--- src/rtl/spike_packer_if.sv ---
// Output handshake bundle for the spike packer.
// The master presents packed words and the slave accepts them.
interface spike_packer_if;
  logic       out_valid;
  logic       out_ready;
  logic [7:0] out_data;
  logic [3:0] out_count;

  modport master (
    output out_valid,
    output out_data,
    output out_count,
    input  out_ready
  );

  modport slave (
    input  out_valid,
    input  out_data,
    input  out_count,
    output out_ready
  );
endinterface

--- src/rtl/spike_packer.sv ---
// Packs serial spike bits into bytes (bit0 earliest) and queues them
// in a small FIFO with drop-on-full and a saturating spike counter.
module spike_packer #(
  parameter int DEPTH = 4
) (
  input  logic                CLK100MHZ,
  input  logic                reset_n,
  input  logic                spike_in,
  input  logic                spike_valid,
  input  logic                flush,
  spike_packer_if.master      bus,
  output logic                full,
  output logic                overflow,
  output logic [15:0]         spike_total
);

  localparam int AW = (DEPTH > 1) ? $clog2(DEPTH) : 1;
  localparam logic [AW:0] FULL_OCC = DEPTH[AW:0];

  logic [7:0]    shift_reg;
  logic [2:0]    bit_cnt;
  logic [11:0]   mem [DEPTH];
  logic [AW-1:0] wr_ptr;
  logic [AW-1:0] rd_ptr;
  logic [AW:0]   occ;

  logic [7:0]    word;
  logic [3:0]    nbits;
  logic          push;
  logic          pop;
  logic          accept;
  logic          head_ok;

  // The incoming bit is merged before any flush decision.
  always_comb begin
    word  = shift_reg;
    nbits = {1'b0, bit_cnt};
    push  = flush && (bit_cnt != 3'd0);
    if (spike_valid) begin
      word  = shift_reg | (8'(spike_in) << bit_cnt);
      nbits = {1'b0, bit_cnt} + 4'd1;
      push  = flush || (bit_cnt == 3'd7);
    end
  end

  assign head_ok = (occ != '0);
  assign full    = (occ == FULL_OCC);
  assign pop     = head_ok && bus.out_ready;
  assign accept  = push && (!full || pop);

  assign bus.out_valid = head_ok;
  assign bus.out_data  = head_ok ? mem[rd_ptr][7:0]  : 8'd0;
  assign bus.out_count = head_ok ? mem[rd_ptr][11:8] : 4'd0;

  always_ff @(posedge CLK100MHZ) begin
    if (accept) mem[wr_ptr] <= {nbits, word};
  end

  always_ff @(posedge CLK100MHZ or negedge reset_n) begin
    if (!reset_n) begin
      shift_reg   <= '0;
      bit_cnt     <= '0;
      wr_ptr      <= '0;
      rd_ptr      <= '0;
      occ         <= '0;
      overflow    <= 1'b0;
      spike_total <= '0;
    end else begin
      // A dropped word still clears the packer.
      if (push) begin
        shift_reg <= '0;
        bit_cnt   <= '0;
      end else if (spike_valid) begin
        shift_reg <= word;
        bit_cnt   <= bit_cnt + 3'd1;
      end

      if (accept) wr_ptr <= wr_ptr + 1'b1;
      if (pop)    rd_ptr <= rd_ptr + 1'b1;

      unique case ({accept, pop})
        2'b10:   occ <= occ + 1'b1;
        2'b01:   occ <= occ - 1'b1;
        default: occ <= occ;
      endcase

      if (push && full && !pop) overflow <= 1'b1;

      if (spike_valid && spike_in &&
          spike_total != 16'hFFFF)
        spike_total <= spike_total + 16'd1;
    end
  end

endmodule

--- src/flat_wrapper.sv ---
// flat-port wrapper written by rule: the top's interface ports become plain ports
module spike_packer_flat 
#(
  parameter int DEPTH = 4
)
  (CLK100MHZ, reset_n, spike_in, spike_valid, flush, full, overflow, spike_total, bus_out_valid, bus_out_data, bus_out_count, bus_out_ready);
  spike_packer_if bus_i ();
  input  logic CLK100MHZ;
  input  logic reset_n;
  input  logic spike_in;
  input  logic spike_valid;
  input  logic flush;
  output logic full;
  output logic overflow;
  output logic [15:0] spike_total;
  output wire logic [$bits(bus_i.out_valid)-1:0] bus_out_valid;
  output wire logic [$bits(bus_i.out_data)-1:0] bus_out_data;
  output wire logic [$bits(bus_i.out_count)-1:0] bus_out_count;
  input wire logic [$bits(bus_i.out_ready)-1:0] bus_out_ready;
  assign bus_out_valid = bus_i.out_valid;
  assign bus_out_data = bus_i.out_data;
  assign bus_out_count = bus_i.out_count;
  assign bus_i.out_ready = bus_out_ready;
  spike_packer #(.DEPTH(DEPTH)) u_core (.CLK100MHZ(CLK100MHZ), .reset_n(reset_n), .spike_in(spike_in), .spike_valid(spike_valid), .flush(flush), .bus(bus_i), .full(full), .overflow(overflow), .spike_total(spike_total));
endmodule
--- config.mk ---
export PLATFORM = sky130hd
export DESIGN_NAME = spike_packer_flat
export DESIGN_NICKNAME = d
export VERILOG_FILES = /design/src/rtl/spike_packer_if.sv /design/src/rtl/spike_packer.sv /design/src/flat_wrapper.sv
export SDC_FILE = /design/constraint.sdc
export NUM_CORES = 1
export LEC_CHECK = 0
export ABC_AREA = 1
export BUFFER_PORTS_ARGS = -buffer_cell sky130_fd_sc_hd__buf_4
export CAP_MARGIN = 15
export CORE_MARGIN = 8
export CORE_UTILIZATION = 40
export DETAILED_ROUTE_END_ITERATION = 8
export REMOVE_ABC_BUFFERS = 1
export SLEW_MARGIN = 20
export SYNTH_ARGS = -nofsm -noshare
export SYNTH_HDL_FRONTEND = slang
export SYNTH_SLANG_ARGS = --single-unit
--- constraint.sdc ---
create_clock -name CLK100MHZ -period 2.6 [get_ports CLK100MHZ]
set_input_delay 0.13 -clock CLK100MHZ [delete_from_list [all_inputs] [get_ports CLK100MHZ]]
set_output_delay 0.13 -clock CLK100MHZ [all_outputs]
set_load 0.01 [all_outputs]
Yosys cells after proc, flatten, opt, wreduce, memory -nomap -nowiden. Memory sizes are Yosys's and may differ from the RTL's. Cells that the tools add are included.

Memories kept: 1. Input bits: 6. Memory bits (writable): 48. Logic and storage cells: 49. Output and inout bits: 31. Register bits after elaboration: 35.

Bitwise gates (word level): 1. Add/subtract/negate cells: 7. Equal/unequal tests: 5. Reduce and logical (&&, ||, !) cells: 15. Shifts and indexed selects: 1. Multiplexer cells: 12.

Memories: u_core.mem (depth 4, width 12, read ports 1, clocked after memory_dff 0, wr ports 1, RTL line spike_packer.sv:22) `logic [11:0] mem [DEPTH];`.

Operators with widths (number): $mux 8 (4); $add 16x1->16 const B (1); $ne 16x16->1 const B (1); $mux 4 (2); $or 8x8->8 (1); $shl 1x3->8 (1); $logic_and 1x1->1 (7); $add 3x1->3 const B (2); $eq 3x3->1 const B (2); $mux 3 (2); $pmux 3 s2 (1); $reduce_bool 3->1 (2); $add 2x1->2 const B (2); $add 3x1->4 const B (1); $reduce_bool 2->1 (2); $mux 1 (3); $sub 3x1->3 const B (1); $eq 2x1->1 const B (1); $eq 2x2->1 const B (1); $logic_not 1->1 (2); $logic_or 1x1->1 (2).

Longest topological paths before layout. Gate-level depths: netlist of the first run.

Word-level depth: 6. Gate-level depth with buffers: 12. Depth with buffers taken out: 12.

Worst setup path before layout of the first run. No wires, ideal clock.

Kind: register to register. From: register u_core.bit_cnt[0]. To: register u_core.occ[2]. Library setup time: 131 ps. Arrival time: 2204 ps. Cell stages (with the launch flop): 13. Buffers on the path: 0. Data required time: 2469 ps. Slack: 265 ps. Clock period less this slack: 2335 ps. Cell sequence: dfrtp_1 > ha_1 > ha_1 > a21o_1 > nand2_1 > inv_2 > nand2_2 > ha_1 > inv_1 > fa_1 > a21oi_1 > o21ai_0 > xor2_1.

Longest elaborated chain between the ends: 6. Elaborated cells between the ends (all ways): 10. Classes of those cells: eq/ne (3); mux (2); reduce/logical (5).

Ends and longest elaborated chain: start: declaration (RTL line spike_packer.sv:21) `logic [2:0] bit_cnt;`; start signal: assignment (RTL line spike_packer.sv:75) `bit_cnt <= bit_cnt + 3'd1;`; $eq 3x3->1 or $reduce_bool 3->1 (tied branches) (RTL line spike_packer.sv:42, spike_packer.sv:38); $logic_or 1x1->1 or $logic_and 1x1->1 (tied branches) (RTL line spike_packer.sv:42, spike_packer.sv:38); $mux 1 (*) (RTL line spike_packer.sv:39) `if (spike_valid) begin`; $logic_and 1x1->1 (*) (RTL line spike_packer.sv:49) `assign accept = push && (!full || pop);`; $eq 2x1->1 or $eq 2x2->1 (tied branches) (RTL line spike_packer.sv:81) `unique case ({accept, pop})`; $pmux 3 s2 or $reduce_bool 2->1 (tied branches); end signal: assignment (RTL line spike_packer.sv:82) `2'b10: occ <= occ + 1'b1;`; end signal: assignment (RTL line spike_packer.sv:83) `2'b01: occ <= occ - 1'b1;`; end: declaration (RTL line spike_packer.sv:25) `logic [AW:0] occ;`.

Mark *: on every way between the ends. The rest lies on a longest branch, timed or not. A chain may end at the register's enable or synchronous reset.

Worst setup path after layout of the first run. Same ends and word-level chain as after synthesis.

==> summary.txt, run 1 <==
Global route
  – Overflow left after global routing: 0
  – Antenna violations before repair: 0
  – First-pass GRT wire length: ~13000 um
  – Vias in the first global route: roughly 2800
  – Maximum number of pins on one net before global-route repair: 36
  – Global routing usage summed across all routing layers: between 10% and 20%

Pwr
  – Switching power share of the total: 36.8%
  – Worst-case vdd ir drop: ~0.00037 V
  – Power per cell area: between 900 and 1000 nW/um^2
  – Internal power summed over all cells: between 2 and 3 mW
  – Leak: around 1.9 nW
  – Fraction of power consumed by sequential logic: between 40 and 50%
  – Total power after layout: 4.30 mW
  – Clock Power Share: between 20% and 30%
  – Part of the total power dissipated in combinational logic: 36.3%
  – Net Sw Power: between 1.5 and 2 mW

Layout
  – Area growth from synthesis to final layout: 16.5%
  – Ratio of cells with drive above 1 in the final layout: between 15 and 20%
  – Filler instances: slightly above 900
  – Flip-flop count of the largest register after layout: 48
  – Count of nets after finishing: roughly 470
  – Storage cell area: ~2300 um^2
  – Antenna diode count: 0
  – Share of the core filled with cells in the final layout: roughly 47%
  – Multi-input combinational cell area: ~1300 um^2

Routing
  – Aggregate routed wire length: 7870 um
  – Router iterations before antenna repair: 4
  – Initial DRC count: 117
  – ANT nets after route: 0
  – Wirelength per Cell: about 13 um
  – Vias after detailed routing: about 2700
  – Residual DRC count: 0
  – Detail-routed via count per cell: roughly 4.6

Setup path
  – Crit end category: flop
  – Worst setup path class: reg -> reg
  – Crit path DAT: ~2.7 ns
  – Critical Path Source Type: flop
  – Critical path data required time: around 2.8 ns
  – Largest fanout of any net on the critical path: 10

Clocking
  – Number of setup buffers added after CTS: 0
  – Clock input transition at the sequential cells of the worst setup and hold paths: roughly 0.09 ns
  – Maximum level of the CTS H-tree: 3
  – Cts bufs inserted: 9
  – Clk root buf: clkbuf_8
  – Clock latency on the worst-skew pair: between 0.3 and 0.4 ns
  – CTS sink count: 83
  – Deepest clock path buffer count: 2
  – Post-cts gate resize count: 0
  – Clock tree from TritonCTS: built

Synthesis
  – Library cells used by synthesis: 28
  – Most instantiated library cell after synthesis: nor2_1
  – Post-synth top flop: edfxtp_1
  – Synthesized flop and latch total: 83
  – Most used standard cells in the synthesized netlist: 78 x nor2_1, 71 x nand2_1, 48 x edfxtp_1
  – Count of flip-flops with a built-in enable after synthesis: 48
  – Count of warnings emitted by yosys: 0
  – Syn_area_per_cell: between 9 and 10 um^2
  – Cell type with the largest total area after synthesis: edfxtp_1
  – Top cells by area, synth: edfxtp_1 37%, dfrtp_1 23%, nor2_1 7.5%
  – Share of synthesized flip-flops with an asynchronous set or reset: between 40% and 50%
  – Share of synthesized area occupied by flip-flops and latches: 59.7%
  – Number of instances in the synthesized netlist: 405
  – Area share of the largest cell type after synthesis: between 30% and 40%
  – Netlist Area Pre-Place: between 3000 and 4000 um^2

Timing
  – RSZ-0062 raised after global routing: no
  – Minimum clock period after layout: roughly 2.4 ns
  – Skew final: ~0.015 ns
  – Total setup violations reported at the end of the flow: 0
  – Period utilization: between 90% and 100%
  – Sum of negative setup slack: 0 ns
  – Slew at the pin with the worst max-slew slack: around 0.56 ns
  – Final Slew Violations: 0
  – Worst max-slew margin expressed relative to the limit: a little over three fifths
  – Final hold violations: 0
  – Highest clock frequency the design can meet: approximately 0.4 GHz
  – Hold WS: about 0.11 ns

Floorplanning
  – Core Rows: 36
  – Effective utilization at floorplan: 40.4%
  – Y dimension of the die: 114 um
  – Number of I/O pins: 37
  – Die area: 13100 um^2
  – Horizontal extent of the die: approximately 110 um
  – Area of the placeable core: about 9600 um^2

Hold path
  – Hold Crit Class: in -> reg

Placed design
  – Number of port buffers: 36
  – Post-detailed-placement half-perimeter wirelength: around 5600 um
  – Routability cong.: 0.759

Job
  – Max-capacitance violation count: 0

Run status
  – Result of the run: finished, final reports clean
## stage by stage
step / instance area (um^2) / instances / worst slack [ns]
2_1_floorplan: 3820 / 395 / 0.182
3_3_place_gp: 4320 / 572 / 0.241
3_5_place_dp: 4320 / 572 / 0.168
4_1_cts: 4520 / 589 / 0.160
5_1_grt: 4520 / 589 / 0.0382
6_report: 4520 / 589 / 0.153
## routing by layer
layer	routed length [um]	part of all wire (%)	vias to the layer above	GRT usage (%)
met1	3550	45	1253	14.8
met3	259	3.3	14	2.53
li1	-	-	1412	-
met2	3930	50	45	22.7
met4	134	1.7	0	5.06
met5	0	0	-	0
## area by class of cell
cell class              count  share of cell area [%]
clock buffers              10                    3.05
well taps                 133                    3.68
clock inverters             6                    1.22
multi-input cells         268                    29.6
flip-flops and latches     83                    51.3
inverters                  44                    3.65
repair buffers             45                    7.53
## cell families after synthesis
kind of cell    synth area share [%]
flops                           59.7
simple gates                    19.9
buf+inv                         5.80
compound gates                  8.87
xor+xnor                        2.26
fa+ha+maj                       3.42
## worst paths after layout
path	cells after the start	from	slack, ns	to
max	12	u_core.bit_cnt[0]	0.15	u_core.occ[2]
min	3	spike_valid	0.11	u_core.bit_cnt[0]
max reg2reg	12	u_core.bit_cnt[0]	0.15	u_core.occ[2]
min reg2reg	2	u_core.shift_reg[6]	0.50	u_core.shift_reg[6]
max in group asynchronous	2	reset_n	2.01	u_core.shift_reg[5]
min in group asynchronous	2	reset_n	0.25	u_core.spike_total[9]
## critical path, cell delays in order, from the launching register on
cell,delay [ns]
dfrtp_1,0.45
ha_1,0.24
ha_1,0.18
a21o_1,0.17
nand2_1,0.12
inv_2,0.12
nand2_2,0.09
ha_1,0.14
inv_1,0.06
fa_1,0.37
a21oi_1,0.15
o21ai_0,0.11
xor2_1,0.15
## what timing repair did
action	CTS	global route
hold endpoints to repair	35	0
endpoints found under the setup margin	0	0
hold buffers	1	0
## power groups by stage
stage | combinational, mW | clock [mW] | sequential [mW]
floorplan | 0.860 | 0 | 1.89
CTS | 1.60 | 0.919 | 1.84
finish | 1.56 | 0.897 | 1.84
global route | 1.76 | 0.995 | 1.87
detailed placement | 1.59 | 0 | 1.87
global placement | 1.55 | 0 | 1.86
## layout by cell type (no fill, tap or decap), types with 2 or more instances in the layout
master / count
o21ai_2: 5
xor2_1: 5
a21oi_1: 21
clkbuf_8: 10
o21ai_1: 3
o21ai_0: 30
nand3_1: 9
inv_6: 3
nor2_1: 78
clkinv_4: 2
nand2_2: 6
xnor2_1: 5
o21bai_1: 3
nand2_1: 71
buf_4: 44
inv_1: 41
dfrtp_1: 35
inv_2: 3
edfxtp_1: 48
nor2_2: 5
nor3_1: 8
ha_1: 9
nand4_1: 5
(Power assumes the default switching activity.)
==> inputs of run 2 (changes only) <==
--- a/config.mk
+++ b/config.mk
@@ -9,8 +9,9 @@
 export BUFFER_PORTS_ARGS = -buffer_cell sky130_fd_sc_hd__buf_4
 export CAP_MARGIN = 15
 export CORE_MARGIN = 8
-export CORE_UTILIZATION = 40
+export CORE_UTILIZATION = 55
 export DETAILED_ROUTE_END_ITERATION = 8
+export PLACE_DENSITY = 0.75
 export REMOVE_ABC_BUFFERS = 1
 export SLEW_MARGIN = 20
 export SYNTH_ARGS = -nofsm -noshare
==> summary.txt, run 2 (synthesis results as in run 1) <==
Clocking
  – Clock tree from TritonCTS: built
  – CTS sink count: 83
  – Number of setup buffers added after CTS: 0
  – Post-cts gate resize count: 0
  – Deepest clock path buffer count: 2
  – Clock latency on the worst-skew pair: between 0.3 and 0.4 ns
  – Maximum level of the CTS H-tree: 3
  – Cts bufs inserted: 9
  – Clock input transition at the sequential cells of the worst setup and hold paths: roughly 0.080 ns
  – Clk root buf: clkbuf_8

Layout
  – Filler instances: ~550
  – Flip-flop count of the largest register after layout: 48
  – Storage cell area: roughly 2300 um^2
  – Most common cell after layout, fill and taps aside: nor2_1
  – Count of nets after finishing: 467
  – Ratio of cells with drive above 1 in the final layout: between 10% and 20%
  – Most frequent cells in the layout: 78 x nor2_1, 71 x nand2_1, 48 x edfxtp_1, 44 x buf_4, 41 x inv_1
  – Antenna diode count: 0
  – Area growth from synthesis to final layout: 15.3%
  – Multi-input combinational cell area: roughly 1300 um^2

Routing
  – Wirelength per Cell: between 10 and 15 um
  – Router iterations before antenna repair: 4
  – Detail-routed via count per cell: ~5.2
  – Residual DRC count: 0
  – ANT nets after route: 0
  – Aggregate routed wire length: around 7900 um
  – Vias after detailed routing: around 2800
  – Initial DRC count: 182

Global route
  – Overflow left after global routing: 0
  – Maximum number of pins on one net before global-route repair: 36
  – Antenna violations before repair: 0
  – First-pass GRT wire length: between 10000 and 15000 um
  – Global routing usage summed across all routing layers: around 17%
  – Vias in the first global route: 2962

Floorplanning
  – Area of the placeable core: around 6800 um^2
  – Horizontal extent of the die: ~100 um
  – Number of I/O pins: 37
  – Y dimension of the die: roughly 100 um
  – Die area: 10000 um^2
  – Effective utilization at floorplan: ~57%
  – Core Rows: 30

Pwr
  – Internal power summed over all cells: roughly 2.8 mW
  – Worst-case vdd ir drop: approximately 0.0005 V
  – Clock Power Share: between 20 and 25%
  – Part of the total power dissipated in combinational logic: 36.2%
  – Net Sw Power: around 1.5 mW
  – Switching power share of the total: between 30% and 40%
  – Leak: slightly below 2 nW
  – Fraction of power consumed by sequential logic: 43.2%
  – Power per cell area: 960 nW/um^2

Timing
  – Slew at the pin with the worst max-slew slack: approximately 0.63 ns
  – Crit path setup slack, layout: 0.153 ns
  – Period utilization: 94.1%
  – Skew final: ~0.0056 ns
  – Final Slew Violations: 0
  – RSZ-0062 raised after global routing: no
  – Final hold violations: 0
  – Worst max-slew margin expressed relative to the limit: 58.3%
  – Total setup violations reported at the end of the flow: 0
  – Highest clock frequency the design can meet: about 0.41 GHz
  – Sum of negative setup slack: 0 ns
  – Minimum clock period after layout: 2.45 ns

Placed design
  – Worst setup timing slack at the placement stage: about 0.16 ns
  – Routability cong.: 0.857
  – Post-detailed-placement half-perimeter wirelength: roughly 5600 um
  – Number of port buffers: 36

Setup path
  – Crit end category: flop
  – Crit path DAT: roughly 2.7 ns
  – Slowest Stage Delay on Critical Path: between 0.4 and 0.5 ns
  – Critical-path cell list: ha_1 -> ha_1 -> a21o_1 -> nand2_1 -> inv_2 -> nand2_2 -> ha_1 -> inv_1 -> fa_1 -> a21oi_1 -> o21ai_0 -> xor2_1
  – Count of buffer and inverter cells on the critical path: 2
  – Largest fanout of any net on the critical path: 10
  – Critical Path Source Type: flop
  – Cell type with the highest occurrence count on the critical path: ha_1
  – Critical path data required time: approximately 2.8 ns
  – Worst setup path class: reg -> reg
  – Critical path's top delay family: adder cells
  – Standard cell with the maximum stage delay on the critical path: dfrtp_1

Hold path
  – Hold Crit Class: in -> reg

Job
  – Max-capacitance violation count: 0

Run status
  – Result of the run: finished, final reports clean
run 2: power by group through the flow:
| stage | sequential (mW) | combinational (mW) | clock [mW] |
|---|---|---|---|
| floorplan | 1.89 | 0.860 | 0 |
| global placement | 1.87 | 1.52 | 0 |
| detailed placement | 1.88 | 1.57 | 0 |
| CTS | 1.86 | 1.58 | 0.898 |
| global route | 1.89 | 1.75 | 0.954 |
| finish | 1.86 | 1.55 | 0.882 |
run 2: worst reg2reg max path, cell delays in order (launching register included):
cell and delay, ns:
dfrtp_1 0.45, ha_1 0.22, ha_1 0.18, a21o_1 0.17, nand2_1 0.12, inv_2 0.11
nand2_2 0.08, ha_1 0.14, inv_1 0.07, fa_1 0.38, a21oi_1 0.15, o21ai_0 0.11
xor2_1 0.15
run 2: area by class of cell:
cell class                      instances  area share, %
Tap cell                               96           2.69
Clock buffer                            9           2.77
Clock inverter                          6           1.51
Sequential cell                        83           51.8
Timing Repair Buffer                   45           7.61
Inverter                               44           3.69
Multi-Input combinational cell        268           29.9
run 2: what timing repair did:
action	CTS	global route
endpoints found under the setup margin	0	0
hold buffers	1	0
endpoints found under the hold margin	35	0
run 2: path summary, 6_finish.rpt:
kind,end,slack (ns),startpoint,cells past startpoint
setup / recovery,u_core.occ[2],0.15,u_core.bit_cnt[0],12
hold / removal,u_core.overflow,0.12,bus_out_ready,4
setup reg to reg,u_core.occ[2],0.15,u_core.bit_cnt[0],12
hold reg to reg,u_core.shift_reg[6],0.49,u_core.shift_reg[6],2
max in group asynchronous,u_core.spike_total[15],2.02,reset_n,2
min in group asynchronous,u_core.spike_total[3],0.27,reset_n,2
run 2: routing by layer:
layer  part of all wire, %  vias to the layer above  GRT usage [%]  routed length (um)
li1                      -                     1410              -                   -
met1                    43                     1352           18.8                3370
met5                     0                        -              0                   0
met3                   4.4                       17           4.57                 348
met2                    51                       65           29.1                3970
met4                   2.0                        0           7.91                 156
run 2: metrics by stage:
step / instance area [um^2] / power (mW) / cells / utilization, % / hold slack [ns]
floorplan: 3820 / 2.75 / 395 / - / -0.166
global placement: 4270 / 3.39 / 535 / 62.9 / 0.107
detailed placement: 4270 / 3.46 / 535 / 62.9 / 0.109
CTS: 4470 / 4.34 / 551 / 65.8 / 0.108
global route: 4470 / 4.59 / 551 / 65.8 / 0.130
finish: 4470 / 4.29 / 551 / 65.8 / 0.117
